===== src/rtl/sram_pkg.sv =====
// Shared types and helpers for the byte-enable SRAM controller.
// Holds the FSM state encoding and lane/latency helpers.
package sram_pkg;

    typedef enum logic {
        ST_CLEAR = 1'b0,
        ST_READY = 1'b1
    } state_t;

    localparam int DWIDTH_DEF = 24;
    localparam int NBYTES     = DWIDTH_DEF / 8;

    function automatic int nbytes(input int dw);
        return dw / 8;
    endfunction

    function automatic bit rd_lat_ok(input int lat);
        return (lat == 1) || (lat == 2);
    endfunction

endpackage


===== src/rtl/sram_be_core.sv =====
// Raw storage: per-lane write port and registered read port.
// Same-address collisions may forward the merged write word.
module sram_be_core
    import sram_pkg::*;
#(
    parameter int DWIDTH      = 24,
    parameter int AWIDTH      = 6,
    parameter int WRITE_FIRST = 0
) (
    input  logic                  clk,
    input  logic                  rst_n,
    input  logic                  we,
    input  logic [DWIDTH/8-1:0]   be,
    input  logic [AWIDTH-1:0]     addr_w,
    input  logic [DWIDTH-1:0]     data_w,
    input  logic                  re,
    input  logic [AWIDTH-1:0]     addr_r,
    output logic [DWIDTH-1:0]     rd_data
);

    localparam int NB = nbytes(DWIDTH);

    logic [DWIDTH-1:0] mem [2**AWIDTH];
    logic [DWIDTH-1:0] wr_word;
    logic              fwd;

    // Old word at the write address with enabled lanes replaced
    always_comb begin
        wr_word = mem[addr_w];
        for (int i = 0; i < NB; i++) begin
            if (be[i]) begin
                wr_word[8*i +: 8] = data_w[8*i +: 8];
            end
        end
    end

    assign fwd = (WRITE_FIRST != 0) && we && (addr_w == addr_r);

    // Array write; storage itself is never reset
    always_ff @(posedge clk) begin
        if (we) begin
            mem[addr_w] <= wr_word;
        end
    end

    // Read register, only updated by an accepted read
    always_ff @(posedge clk or negedge rst_n) begin
        if (!rst_n) begin
            rd_data <= '0;
        end else if (re) begin
            rd_data <= fwd ? wr_word : mem[addr_r];
        end
    end

endmodule


===== src/rtl/sram_be_ctrl.sv =====
// Byte-enable SRAM with clear sequencer and valid-tagged reads.
// Latency 1 uses the core read register; latency 2 adds one stage.
module sram_be_ctrl
    import sram_pkg::*;
#(
    parameter int DWIDTH       = 24,
    parameter int AWIDTH       = 6,
    parameter int RD_LAT       = 1,
    parameter int WRITE_FIRST  = 0,
    parameter int CLEAR_ON_RST = 1
) (
    input  logic                  clk,
    input  logic                  rst_n,
    input  logic                  clear_req,
    output logic                  init_busy,
    input  logic                  we,
    input  logic [DWIDTH/8-1:0]   be,
    input  logic [AWIDTH-1:0]     addr_w,
    input  logic [DWIDTH-1:0]     data_i,
    input  logic                  re,
    input  logic [AWIDTH-1:0]     addr_r,
    output logic [DWIDTH-1:0]     data_o,
    output logic                  rd_valid
);

    localparam int LAT = rd_lat_ok(RD_LAT) ? RD_LAT : 1;
    localparam logic [AWIDTH-1:0] ADDR_LAST = '1;
    localparam state_t ST_RST =
        (CLEAR_ON_RST != 0) ? ST_CLEAR : ST_READY;

    state_t            state, state_nx;
    logic [AWIDTH-1:0] clr_addr, clr_addr_nx;
    logic              busy;
    logic              rd_en;
    logic              core_we;
    logic [DWIDTH/8-1:0] core_be;
    logic [AWIDTH-1:0] core_addr_w;
    logic [DWIDTH-1:0] core_data_w;
    logic [DWIDTH-1:0] core_rd;
    logic              v1;

    assign busy      = (state == ST_CLEAR);
    assign init_busy = busy;
    assign rd_en     = re & ~busy;

    assign core_we     = busy | we;
    assign core_be     = busy ? '1 : be;
    assign core_addr_w = busy ? clr_addr : addr_w;
    assign core_data_w = busy ? '0 : data_i;

    // State and sweep address registers
    always_ff @(posedge clk or negedge rst_n) begin
        if (!rst_n) begin
            state    <= ST_RST;
            clr_addr <= '0;
        end else begin
            state    <= state_nx;
            clr_addr <= clr_addr_nx;
        end
    end

    // Sweep sequencing; a clear request always restarts at word 0
    always_comb begin
        state_nx    = state;
        clr_addr_nx = clr_addr;
        unique case (state)
            ST_CLEAR: begin
                if (clear_req) begin
                    clr_addr_nx = '0;
                end else if (clr_addr == ADDR_LAST) begin
                    state_nx    = ST_READY;
                    clr_addr_nx = '0;
                end else begin
                    clr_addr_nx = clr_addr + 1'b1;
                end
            end
            ST_READY: begin
                if (clear_req) begin
                    state_nx    = ST_CLEAR;
                    clr_addr_nx = '0;
                end
            end
            default: begin
                state_nx    = ST_RST;
                clr_addr_nx = '0;
            end
        endcase
    end

    sram_be_core #(
        .DWIDTH      (DWIDTH),
        .AWIDTH      (AWIDTH),
        .WRITE_FIRST (WRITE_FIRST)
    ) u_core (
        .clk     (clk),
        .rst_n   (rst_n),
        .we      (core_we),
        .be      (core_be),
        .addr_w  (core_addr_w),
        .data_w  (core_data_w),
        .re      (rd_en),
        .addr_r  (addr_r),
        .rd_data (core_rd)
    );

    // First valid stage tracks reads accepted by the core
    always_ff @(posedge clk or negedge rst_n) begin
        if (!rst_n) begin
            v1 <= 1'b0;
        end else begin
            v1 <= rd_en;
        end
    end

    if (LAT == 2) begin : g_lat2
        logic              v2;
        logic [DWIDTH-1:0] dq;

        // Output stage, loads only when a read emerges
        always_ff @(posedge clk or negedge rst_n) begin
            if (!rst_n) begin
                v2 <= 1'b0;
                dq <= '0;
            end else begin
                v2 <= v1;
                if (v1) begin
                    dq <= core_rd;
                end
            end
        end

        assign rd_valid = v2;
        assign data_o   = dq;
    end else begin : g_lat1
        assign rd_valid = v1;
        assign data_o   = core_rd;
    end

endmodule


===== config.mk =====
export PLATFORM = sky130hd
export DESIGN_NAME = sram_be_ctrl
export DESIGN_NICKNAME = d
export VERILOG_FILES = /design/src/rtl/sram_pkg.sv /design/src/rtl/sram_be_core.sv /design/src/rtl/sram_be_ctrl.sv
export SDC_FILE = /design/constraint.sdc
export NUM_CORES = 1
export LEC_CHECK = 0
export BUFFER_PORTS_ARGS = -buffer_cell sky130_fd_sc_hd__buf_4
export CORE_UTILIZATION = 55
export CTS_BUF_LIST = sky130_fd_sc_hd__clkbuf_8
export DETAILED_ROUTE_END_ITERATION = 10
export PLACE_DENSITY = 0.74
export SYNTH_ARGS = -nofsm -noshare
export SYNTH_HDL_FRONTEND = slang
export SYNTH_SLANG_ARGS = --single-unit

===== constraint.sdc =====
create_clock -name clk -period 2.85 [get_ports clk]
set_input_delay 0.57 -clock clk [delete_from_list [all_inputs] [get_ports clk]]
set_output_delay 0.57 -clock clk [all_outputs]
set_load 0.05 [all_outputs]

==> flow_metrics.tcl, run 1 <==
set metrics [dict create \
    status "finished, violations left" \
    failed_checks "max-capacitance violations, max-slew violations" \
    max_freq_mhz 357 \
    worst_slew_pin_slew_ns 1.57 \
    clock_latency_ns 0.90 \
    routabilityCongestion 0.895 \
    rsz0062_at_grt "true" \
    cts_tree "built" \
    setup_tns_ns 0 \
    synthFlopType "edfxtp_1" \
    netlist_top_cells_area "edfxtp_1, mux4_2, mux2i_1" \
    path_max_fanout 14 \
    io_pins 70 \
    clock-sinks 1568 \
    yosysWarnings 0 \
    die_y_um 334 \
    area_growth_pct 15.7 \
    arrival_ns 3.40 \
    h-tree-depth 4 \
    dp_hpwl_um 96800 \
    worstHoldPathType "input pin to async pin" \
    crit_chain "mux2_2 > nor2_1 > nand2_1 > nor2_1 > buf_4" \
    ys_types 46 \
    p_leak_nw 25.0 \
    setup_viol 0 \
    synth_top_area_share_pct 76.0 \
    slowest_stage "dfrtp_2" \
    grt_max_degree 65 \
    slew_violations 18 \
    track_usage_pct 26.9 \
    antenna_found_initial 7 \
    seq_area_frac_synth_pct 77.3 \
    core_area_um2 109000 \
    finalWirelength_um 149000 \
    async_reset_ff_share_pct 2.04 \
    max_slew_margin_pct -4.65 \
    final_common_cell "edfxtp_1" \
    rows 121 \
    post_cts.repair.setup_buffers 0 \
    grt_overflow 0 \
    timing.final.crit_period_ns 2.80 \
    vias_per_cell 6.27 \
    vdd_drop_max_v 0.000465 \
    finish.utilization_pct 64.3 \
    wire_per_inst_um 28.7 \
    io_buffers 69 \
    mostFrequentLayoutCells "edfxtp_1, buf_4, mux4_2, clkbuf_8, mux2i_1" \
    die-area_um2 112000 \
    synth_edf_count 1536 \
    crit_type "flip-flop to flip-flop" \
    worstSetupEndpointType "flip-flop" \
    nets 3551 \
    cp-start-kind "flip-flop" \
    syn_area_um2 60700 \
    synth_seq_cells 1568 \
    fin_skew_ns 0.0457 \
    cts.path.max_buffers 3 \
    die_x_um 334 \
    yosys.area.top_type "edfxtp_1" \
    drc_errors 0 \
    initial_utilization_pct 55.6 \
    whs_ns 0.235 \
    crit_top_cell "nor2_1" \
    synth_cells 3006 \
    cp.required_ns 3.45 \
    cpPeakStageDelay_ns 0.62 \
    post-route-period-util_pct 98.4 \
    vias 32500 \
    synth_nets 3051 \
    clkTransAtPathRegs_ns 0.07 \
    drt_iter0_drc 3945 \
    grt_pass1_wl_um 218000 \
    drive_gt1_share_pct 29.0 \
    root_buffer "clkbuf_8" \
    first_pass_iters 6 \
    cap_violations 1 \
    grt_pass1_vias 32900 \
    numCtsBuffers 233 \
    antenna_left 0 \
    finalHoldViolCount 0 \
    avgSynthCellArea_um2 20.2 \
    power_density_nw_per_um2 638 \
]
-- sequential cells by signal, indices dropped and copies added, names as in the netlist --
signal          count
state               1
rd_valid            1
u_core.mem       1536
u_core.rd_data     24
clr_addr            6
-- final timing paths --
| kind | from | endpoint | slack [ns] | cells past startpoint |
|---|---|---|---|---|
| setup / recovery | state | u_core.mem[44][3] | 0.05 | 5 |
| hold / removal | rst_n | rd_valid | 0.23 | 2 |
| setup reg to reg | state | u_core.mem[44][3] | 0.05 | 5 |
| hold reg to reg | u_core.rd_data[0] | u_core.rd_data[0] | 0.58 | 1 |
| max in group asynchronous | rst_n | state | 2.09 | 2 |
| min in group clk | data_i[6] | u_core.mem[30][6] | 0.29 | 2 |
-- cell type report --
cell class | instances | area, µm²
fill | 7038 | 38900
tap | 1476 | 1850
timing repair buffer | 440 | 3930
clock inverter | 170 | 961
antenna | 1 | 2.50
clock buffer | 257 | 3540
multi-input combinational | 1259 | 13000
sequential | 1568 | 46900
inverter | 4 | 15.0
-- stage by stage --
step / power [mW] / instance area (µm²) / setup slack, ns / instances
final: 44.8 / 70200 / 0.0464 / 5175
after global routing: 46.1 / 70200 / 0.0000635 / 5175
after CTS: 45.0 / 70200 / 0.0467 / 5174
after detailed placement: 27.9 / 65700 / -0.257 / 4744
after global placement: 27.9 / 65700 / -0.230 / 4744
after floorplan: 27.0 / 60700 / 0.189 / 3006
-- layer usage --
metal	global-route usage, %	up-vias	wire length [µm]
met2	42.9	1989	72100
met1	36.7	16700	56500
met5	0	-	44
met3	6.34	301	15000
li1	-	13400	-
met4	9.89	8	5050
-- what timing repair did --
item | CTS | global route
setup endpoints to repair | 5 | 36
hold buffers | 3 | 0
resized for setup | 5 | 5
endpoints found under the hold margin | 40 | 0
-- synth_stat cells, types with 8 or more instances --
library cell,instances
edfxtp_1,1536
mux4_2,288
mux2i_1,220
nor2_1,211
a22oi_1,120
nand2_1,81
clkbuf_1,79
buf_2,65
nand3_1,53
o22ai_1,48
a211oi_1,46
dfrtp_1,32
a21oi_1,30
nor2b_1,28
and2_1,26
or3_1,25
a221o_1,24
nand4_1,24
buf_4,12
buf_6,11
buf_1,8
-- critical path: cells and delay by family (launching register included) --
family / cells / cell delay (ns)
DFF: 1 / 0.62
and+or+nand+nor: 3 / 1.18
muxes: 1 / 0.48
buffers and inverters: 1 / 0.23
-- cell families (layout without fill, tap and decap cells) --
group / Yosys count / after routing / synth area share (%)
adder cells (fa/ha/maj): 1 / 1 / 0.0206
flip-flops: 1568 / 1568 / 77.3
multiplexers: 511 / 511 / 14.4
XOR/XNOR: 2 / 2 / 0.0289
AND/OR/NAND/NOR: 463 / 463 / 3.47
AO/OA/AOI/OAI: 282 / 282 / 3.37
other: 0 / 1 / 0
buffers and inverters: 179 / 871 / 1.45
-- power by group --
| group | switching, mW | total, mW | leakage (nW) | internal (mW) |
|---|---|---|---|---|
| sequential | 0.118 | 25.2 | 15.5 | 25.1 |
| clock | 8.42 | 17.3 | 2.63 | 8.93 |
| combinational | 1.33 | 2.24 | 6.84 | 0.914 |
(Power assumes the default switching activity.)
==> inputs of run 2 (changes only) <==
Settings changed: CAP_MARGIN set to 10, PLACE_DENSITY 0.74 to 0.71.
==> run 2 against run 1 <==
Against the previous run:
- critical path depth decreased by 2
- fmax is 0.19% higher
- register-to-register slack is essentially flat
- the run now ends clean
- wire length increased by 1.2%
- sequential share of layout area up 0.16 points
- clock power barely moved
- cell count about the same
==> flow_metrics.tcl, run 2 (synthesis gave the netlist of run 1 again) <==
set metrics [dict create \
    wire_per_inst_um 29.1 \
    drive_gt1_share_pct 28.4 \
    path_max_fanout 20 \
    cpPeakStageDelay_ns 0.56 \
    mostFrequentLayoutCells "edfxtp_1, buf_4, mux4_2, clkbuf_8, mux2i_1" \
    vdd_drop_max_v 0.000429 \
    dp_hpwl_um 96600 \
    vias_per_cell 6.24 \
    post_cts.repair.setup_buffers 0 \
    finalWirelength_um 150000 \
    reg2reg_setup_slack_ns 0.06 \
    max_freq_mhz 357 \
    worst_slew_pin_slew_ns 1.28 \
    numCtsBuffers 232 \
    clkPwrFrac_pct 39.0 \
    cp.required_ns 2.28 \
    worstSetupEndpointType "output port" \
    antenna_left 0 \
    cap_violations 0 \
    die-area_um2 112000 \
    track_usage_pct 27.2 \
    crit_chain "buf_4 > clkinvlp_4 > buf_4" \
    final_common_cell "edfxtp_1" \
    clock_latency_ns 0.93 \
    r2r_start "state" \
    path_delay_family "buffers and inverters" \
    die_x_um 334 \
    largest_register_ffs 1536 \
    routabilityCongestion 0.914 \
    slew_violations 0 \
    antenna_found_initial 6 \
    h-tree-depth 4 \
    top_regs "u_core.mem (1536), u_core.rd_data (24), clr_addr (6)" \
    fin_skew_ns 0.0518 \
    cts.path.max_buffers 3 \
    finish.utilization_pct 64.2 \
    power_mw 45.0 \
    slowest_stage "dfrtp_4" \
    max_slew_margin_pct 14.4 \
    io_pins 70 \
    crit_type "flip-flop to output port" \
    intPower_mw 35.0 \
    status "finished, final reports clean" \
    grt_max_degree 67 \
    io_buffers 69 \
    cts_tree "built" \
    power_density_nw_per_um2 642 \
    initial_utilization_pct 55.6 \
    rsz0062_at_grt "false" \
    grt_pass1_vias 32800 \
    regToRegEndpoint "u_core.mem[27][16]" \
    drc_errors 0 \
    clkTransAtPathRegs_ns 0.06 \
    worstHoldPathType "input pin to async pin" \
    finalHoldViolCount 0 \
    swShare_pct 22.2 \
    regMostFlops "u_core.mem" \
    timing.final.crit_period_ns 2.80 \
    comb_power_share_pct 4.9 \
    core_area_um2 109000 \
    crit_top_cell "buf_4" \
    path_buf_inv 3 \
    cp-start-kind "flip-flop" \
    arrival_ns 2.23 \
    vias 32300 \
    r2r_cells 7 \
    setup_viol 0 \
    grt_overflow 0 \
    clock-sinks 1568 \
    root_buffer "clkbuf_8" \
    grt_pass1_wl_um 218000 \
    p_switching_mw 9.99 \
    p_leak_nw 24.9 \
    die_y_um 334 \
    sequentialPowerShare_pct 56.1 \
    area_growth_pct 15.4 \
    post-route-period-util_pct 98.2 \
    rows 121 \
    nets 3537 \
    first_pass_iters 7 \
    drt_iter0_drc 3803 \
]
==> run 2: cell types whose count changed in the layout (fill, tap and decap cells not counted), sizes merged <==
cell | previous run | this run
bufinv | 7 | 10
clkinvlp | 2 | 3
clkinv | 64 | 78
inv | 101 | 99
buf | 437 | 424
clkbuf | 257 | 249
diode | 1 | 4
==> run 2: metal layers <==
| metal | wire (µm) | vias up | GRT usage [%] |
|---|---|---|---|
| li1 | - | 13400 | - |
| met1 | 58200 | 16700 | 37.3 |
| met2 | 72300 | 1864 | 42.8 |
| met3 | 14800 | 317 | 6.50 |
| met4 | 5040 | 6 | 9.93 |
| met5 | 30 | - | 0 |
==> run 2: stage by stage <==
| step | cells | setup slack (ns) | setup TNS [ns] | instance area, µm² | hold WS, ns |
|---|---|---|---|---|---|
| 6_report | 5173 | 0.0518 | 0 | 70100 | 0.248 |
| 5_1_grt | 5170 | 0.00284 | 0 | 70100 | 0.260 |
| 4_1_cts | 5169 | 0.00455 | 0 | 70100 | 0.166 |
| 3_5_place_dp | 4731 | -0.0699 | -0.0798 | 65500 | 0.553 |
| 3_3_place_gp | 4731 | -0.0252 | -0.0376 | 65500 | 0.566 |
| 2_1_floorplan | 3006 | 0.189 | 0 | 60700 | 0.274 |
==> run 2: power by group through the flow <==
stage / Combinational [mW] / Clock (mW) / Sequential (mW)
6_report: 2.21 / 17.5 / 25.2
3_5_place_dp: 2.20 / 0 / 25.7
2_1_floorplan: 1.21 / 0 / 25.8
5_1_grt: 2.30 / 18.8 / 25.2
3_3_place_gp: 2.16 / 0 / 25.7
4_1_cts: 2.20 / 17.8 / 25.3
==> run 2: how the worst max path moves through the flow <==
stage,start,cells past startpoint,endpoint,slack (ns)
floorplan,state,5,u_core.mem[0][0],0.19
CTS,state,3,init_busy,0.005
detailed placement,addr_r[0],7,u_core.rd_data[3],-0.07
global placement,addr_r[0],7,u_core.rd_data[3],-0.03
global route,state,3,init_busy,0.003
finish,state,3,init_busy,0.05
==> run 2: final cells by class <==
cell class / count / area (µm²)
repair buffers: 427 / 3760
multi-input cells: 1259 / 13000
clock buffers: 249 / 3430
clock inverters: 186 / 1100
inverters: 4 / 18.8
flip-flops and latches: 1568 / 46900
diodes: 4 / 10.0
well taps: 1476 / 1850
fillers: 7210 / 39100
==> run 2: timing repair <==
| action | in CTS | in global routing |
|---|---|---|
| hold endpoints to repair | 40 | 0 |
| gates resized for setup | 1 | 1 |
| hold buffers | 3 | 0 |
| setup endpoints to repair | 1 | 21 |
==> run 2: worst reg2reg max path, delay by kind of cell, from the launching register on <==
kind	cells	cell delay, ns
AO/OA/AOI/OAI	1	0.47
buffers and inverters	4	0.95
flip-flops	1	0.56
AND/OR/NAND/NOR	2	0.52
